[config.mk]
export PLATFORM = sky130hd
export DESIGN_NAME = rr_mux_4
export DESIGN_NICKNAME = d
export VERILOG_FILES = /design/src/rtl/rr_mux_4.sv
export SDC_FILE = /design/constraint.sdc
export NUM_CORES = 1
export LEC_CHECK = 0
export CAP_MARGIN = 25
export CORE_AREA = 3 3 127 129
export CTS_CLUSTER_SIZE = 40
export DETAILED_ROUTE_END_ITERATION = 12
export DIE_AREA = 0 0 130 132
export GPL_ROUTABILITY_DRIVEN = 0
export PLACE_DENSITY = 0.73
export SLEW_MARGIN = 20
export SYNTH_ARGS = -nofsm -noshare
export SYNTH_HDL_FRONTEND = slang
export SYNTH_SLANG_ARGS = --single-unit
[constraint.sdc]
create_clock -name i_clk -period 4.8 [get_ports i_clk]
set_clock_uncertainty 0.15 [all_clocks]
set_input_delay 0.96 -clock i_clk [delete_from_list [all_inputs] [get_ports i_clk]]
set_output_delay 0.96 -clock i_clk [all_outputs]
set_load 0.01 [all_outputs]
[src/rtl/rr_mux_4.sv]
// -----------------------------------------------------------------------------
// rr_mux_4
//
// Four-channel round-robin multiplexer with a one-entry registered output.
// Each cycle a winner is picked among the channels that offer data. The search
// starts one position after the last channel granted, so priority rotates and
// no channel starves. The winning word is captured into the output register
// whenever that register is empty or is being drained in the same cycle. This
// allows one word per cycle with no bubble.
//
// Parameters
//   N        data width of every channel and of the output (default 64)
//
// Ports
//   i_clk    clock; all state changes on the rising edge
//   i_rst_n  asynchronous active-low reset
//   i_in0..3 channel data, N bits each
//   i_valid  per-channel "data offered" flags
//   o_ready  per-channel accept strobe (one-hot on the winner, or zero)
//   o_out    registered data of the selected channel
//   o_valid  o_out holds a word not yet taken downstream
//   i_ready  downstream accepts o_out this cycle
//   o_src    index of the channel whose word is in o_out
// -----------------------------------------------------------------------------
module rr_mux_4 #(
    parameter int N = 64
) (
    input  logic         i_clk,
    input  logic         i_rst_n,
    input  logic [N-1:0] i_in0,
    input  logic [N-1:0] i_in1,
    input  logic [N-1:0] i_in2,
    input  logic [N-1:0] i_in3,
    input  logic [3:0]   i_valid,
    output logic [3:0]   o_ready,
    output logic [N-1:0] o_out,
    output logic         o_valid,
    input  logic         i_ready,
    output logic [1:0]   o_src
);

    // Channel data gathered into an array so the winner can index it.
    logic [N-1:0] chan_data [4];

    assign chan_data[0] = i_in0;
    assign chan_data[1] = i_in1;
    assign chan_data[2] = i_in2;
    assign chan_data[3] = i_in3;

    // Architectural state
    logic [N-1:0] out_reg;
    logic [1:0]   src_reg;
    logic         valid_reg;
    logic [1:0]   last_grant_reg;

    // Combinational control
    logic         any_valid;
    logic         can_load;
    logic         load;
    logic [1:0]   winner;
    logic [1:0]   probe;

    assign any_valid = |i_valid;

    // The output register can take a new word if it is empty or is being
    // emptied by the consumer in this same cycle.
    assign can_load  = !valid_reg || i_ready;

    // Reset is folded in so that o_ready is forced low while reset is held,
    // even though the register state is already cleared by then.
    assign load      = i_rst_n && can_load && any_valid;

    // Rotating priority search. Offsets are walked from farthest to nearest,
    // so the last hit that is written is the channel closest after
    // last_grant. The last_grant itself has the lowest priority (offset 4).
    always_comb begin
        winner = last_grant_reg;
        probe  = last_grant_reg;
        for (int off = 3; off >= 0; off--) begin
            probe = last_grant_reg + 2'(off) + 2'd1;
            if (i_valid[probe]) begin
                winner = probe;
            end
        end
    end

    // Accept strobe: one-hot on the winner only when a transfer really
    // happens. It depends on i_valid, i_ready and state, but never on data.
    always_comb begin
        o_ready = 4'b0000;
        if (load) begin
            o_ready[winner] = 1'b1;
        end
    end

    // Output register and round-robin pointer.
    // A load has priority over a drain, so a simultaneous drain and load keeps
    // valid high. A drain alone only clears valid; the stale data and source
    // are left in place. With no transfer, everything holds.
    always_ff @(posedge i_clk or negedge i_rst_n) begin
        if (!i_rst_n) begin
            out_reg        <= '0;
            src_reg        <= 2'd0;
            valid_reg      <= 1'b0;
            // Starting the pointer at 3 gives channel 0 the first grant.
            last_grant_reg <= 2'd3;
        end else if (load) begin
            out_reg        <= chan_data[winner];
            src_reg        <= winner;
            valid_reg      <= 1'b1;
            last_grant_reg <= winner;
        end else if (valid_reg && i_ready) begin
            valid_reg      <= 1'b0;
        end
    end

    assign o_out   = out_reg;
    assign o_src   = src_reg;
    assign o_valid = valid_reg;

endmodule
# Word-level counts from Yosys, hierarchy flattened

Index checks and enable logic that the tools add are counted.

Reductions and logical operators: 8
$lt $le $gt $ge: 7
Mux-type cells: 20
Bitwise operators: 1
Add/subtract/negate cells: 6

Operators with widths:

| cell                                                               | number |
|---|---|
| binary-select mux 64 bit (select 2 bit)                            | 1 |
| two-way mux 64 bit                                                 | 2 |
| < comparator 2 x 3 -> 1 bit (second input constant)                | 5 |
| adder 2 x 1 -> 2 bit (second input constant)                       | 4 |
| binary-select mux 1 bit (select 2 bit)                             | 4 |
| two-way mux 2 bit                                                  | 4 |
| two-way mux 1 bit                                                  | 7 |
| adder 2 bit (second input constant)                                | 2 |
| logical AND 1 bit                                                  | 4 |
| two-way mux 4 bit                                                  | 1 |
| OR reduction 4 bit                                                 | 1 |
| greater-or-equal comparator 3 bit (second input constant)          | 1 |
| inverter 2 -> 3 bit                                                | 1 |
| demux 1 bit (select 2 bit)                                         | 1 |
| greater-or-equal comparator 2 x 1 -> 1 bit (second input constant) | 1 |
| nonzero test 2 bit                                                 | 1 |
| zero test 1 bit                                                    | 1 |
| logical OR 1 bit                                                   | 1 |

Output and inout bits: 71
Register bits: 69
Word-level logic and storage cells: 46
Input port bits: 263

# Depth between registers and ports, before layout

Depth after elaboration: 13
Mapped depth: 8
Gate-level depth less buffers: 5

# Worst setup path before layout

No wires, ideal clock.

Kind: input to output
Start point: input port i_valid[2]
End point: output port o_ready[1]
Setup slack: 1.632 ns
Data required time: 3.690 ns
Path buffers: 3
Arrival time: 2.058 ns
Stages on the path: 7
Cells stage by stage: nand2b_1 -> a21o_1 -> and3_1 -> buf_4 -> buf_8 -> buf_4 -> nor2_1

Word-level cells in the longest chain between the ends: 11
Elaborated cells between the ends (all ways): 20
Classes of those cells: order compare (2); mux (15); reduce/logical (3)

Ends and longest elaborated chain:

| element                                                                                                         | line | text |
|---|---|---|
| from (decl)                                                                                                     | 34   | `input logic [3:0] i_valid,` |
| binary-select mux 1 bit (select 2 bit)                                                                          | 81   | `if (i_valid[probe]) begin` |
| two-way mux 1 bit (implied by the code)                                                                         | 81   |  |
| two-way mux 2 bit (4 in series)                                                                                 | 81   |  |
| < comparator 2 x 3 -> 1 bit (implied by the code) or greater-or-equal comparator 2 x 1 -> 1 bit (tied branches) | 92   | `o_ready[winner] = 1'b1;` |
| logical AND 1 bit (implied by the code)                                                                         | 92   |  |
| two-way mux 1 bit (implied by the code)                                                                         | 92   |  |
| demux 1 bit (select 2 bit)                                                                                      | 92   |  |
| two-way mux 4 bit (*)                                                                                           | 91   | `if (load) begin` |
| to (decl)                                                                                                       | 35   | `output logic [3:0] o_ready,` |

Mark *: on every way between the ends. The rest lies on a longest branch, timed or not. The select of a mux whose other input is x is not followed.

# Worst setup path in the final report

Start point: input port i_valid[3]
End point: output port o_ready[0]

The elaborated chain is that of the path after synthesis.

==> results.json <==
{
  "dr.first_iter.drc_count": 258,
  "numCtsBuffers": 9,
  "drv_cap": 0,
  "clock_latency_ps": 330,
  "core-area_um2": 15150,
  "drt-vias-per-instance": 5.331,
  "h-tree-depth": 3,
  "synthCells": 472,
  "grtUsageMet3": 0.04092,
  "globalRouteOverflowTotal": 0,
  "slew_headroom": 0.6179,
  "ios": 334,
  "track_usage": 0.2242,
  "maxSlewViolCount": 0,
  "antenna_found_initial": 0,
  "root_buffer": "clkbuf_16",
  "arrival_ps": 2960,
  "die_area_um2": 17160,
  "criticalPathCategory": "input pin to output pin",
  "synth_nets": 735,
  "reg2reg_depth": 6,
  "synth_seq_area_share": 0.3422,
  "yosys_warnings": 0,
  "fin_crit_ps": 4068,
  "power.leakage_nw": 3.422,
  "drive_gt1_frac": 0.1609,
  "placed_area_um2": 8432,
  "synth.distinct_cells": 28,
  "drc_errors": 0,
  "grt-busiest-layer": "met2",
  "grt_max_degree": 70,
  "status": "finished clean",
  "synth.avg_cell_area_um2": 10.70,
  "die_x_um": 130,
  "grt_use_met2": 0.3934,
  "area_growth_pct": 73.60,
  "largest_reg_flops": 64,
  "hpwl_um": 14590,
  "power_density_nw_per_um2": 419.4,
  "vias": 5176,
  "worst_pin_slew_ps": 573.1,
  "port_buffers": 333,
  "ctsResizeCount": 0,
  "period_share": 0.8475,
  "first_pass_iters": 4,
  "ctsHoldBuffers": 0,
  "met1_usage": 0.2719,
  "die_y_um": 132,
  "fin_cells": 971,
  "pre_cts_ws_ps": 707.4,
  "critPathLaunchType": "input pin",
  "hold_viol": 0,
  "routed_wl_um": 19760,
  "critPathRequiredTime_ps": 3690,
  "rows": 45,
  "grt_pass1_wl_um": 30440,
  "post-cts-setup-buffers": 0,
  "rsz0062_at_grt": "no",
  "path_clk_slew_ps": 50,
  "clkSinkCount": 69,
  "n_fill_cell": 1312,
  "fin_nets": 1042,
  "start_util": 0.3336,
  "wl_per_cell_um": 20.35,
  "cp-end-kind": "output pin",
  "final_cell_area_um2": 8771,
  "max-clock-path-buffers": 2,
  "ant_nets": 0,
  "setup_violations": 0,
  "diodes": 0,
  "place_inst": 953,
  "synth_seq_cells": 69,
  "grt_pass1_vias": 5601,
  "hold_class": "register to register",
  "maxClockFrequency_mhz": 245.8,
  "crit_fanout": 34,
  "hold_depth": 1,
  "irDropWorstVdd_mv": 0.4827,
  "syn_area_um2": 5052,
  "final.setup.tns_ps": 0,
  "setup_slack_ps": 731.9,
  "cts_tree": "done"
}
[kinds of logic after synthesis]
logic type,count (synthesis),synth area share
buffers and inverters,51,0.06191
flip-flops,69,0.3422
multiplexers,64,0.1268
AO/OA/AOI/OAI,139,0.3200
AND/OR/NAND/NOR,149,0.1491
[cells in the mapped netlist, drive strengths merged]
cell type / number / area, um2
nor2: 70 / 262.8
dfrtp: 67 / 1677
and2: 66 / 415.4
a211oi: 64 / 720.7
a221oi: 64 / 810.8
mux2i: 64 / 640.6
buf: 34 / 249.0
clkbuf: 17 / 63.81
nand2b: 4 / 25.02
o21ai: 4 / 23.77
a21o: 3 / 22.52
and3: 3 / 18.77
nor2b: 3 / 18.77
a21oi: 2 / 10.01
dfstp: 2 / 52.55
nand2: 2 / 7.510
nand3: 1 / 5.000
o211ai: 1 / 12.51
o41ai: 1 / 16.27
[through the flow]
step	hold slack, ps	power (W)	util
after global routing	371.2	0.003895	0.5791
after floorplan	343.1	0.002075	-
after detailed placement	325.3	0.003048	0.5567
after CTS	335.8	0.003694	0.5751
after global placement	310.9	0.003007	0.5567
final	342.5	0.003679	0.5791
[worst max-delay path, stage by stage]
cell	delay, ps
clkdlybuf4s50_1	460
nor2b_1	200
o21ai_4	170
buf_4	320
nand3_4	120
nor2_1	150
clkdlybuf4s50_1	560
[where the power goes]
group	switching, W	leakage (nW)	internal [W]
sequential	0.000151	0.760	0.000841
clock	0.000242	0.139	0.000389
combinational	0.000995	2.52	0.00106
[placed cells by master (no fill, tap or decap), types with 4 or more instances in the layout]
cell	instances
a211oi_1	16
a211oi_2	48
a221oi_1	24
a221oi_2	40
and2_1	64
buf_4	12
clkbuf_16	9
clkdlybuf4s50_1	332
dfrtp_1	67
mux2i_1	64
nand2b_1	4
nor2_1	70
[routing by layer]
layer / wire length, um / up-vias / part of all wire
met5: 0 / - / 0
met4: 590 / 0 / 0.030
met3: 1306 / 35 / 0.066
met2: 10160 / 224 / 0.51
met1: 7704 / 2506 / 0.39
li1: - / 2411 / -
[path summary, 6_finish.rpt]
path                                          startpoint                     to  slack (ps)
max in group asynchronous                        i_rst_n  o_out[56]$_DFFE_PN0P_        3350
hold reg to reg                     o_src[1]$_DFFE_PN0P_   o_src[1]$_DFFE_PN0P_         340
setup / recovery                              i_valid[3]             o_ready[0]         730
min in group asynchronous                        i_rst_n  o_out[23]$_DFFE_PN0P_         570
setup reg to reg           last_grant_reg[0]$_DFFE_PN1P_  o_out[18]$_DFFE_PN0P_        2240
hold / removal                      o_src[1]$_DFFE_PN0P_   o_src[1]$_DFFE_PN0P_         340
[area by class of cell]
class	count	area [um2]	area share
repair buffers	347	3473	0.3960
multi-input cells	352	3054	0.3482
clock buffers	14	274.0	0.03124
clock inverters	1	5.005	0.0005706
well taps	188	235.2	0.02682
flip-flops and latches	69	1729	0.1971
Note: power is estimated with default switching activity, not from simulation.
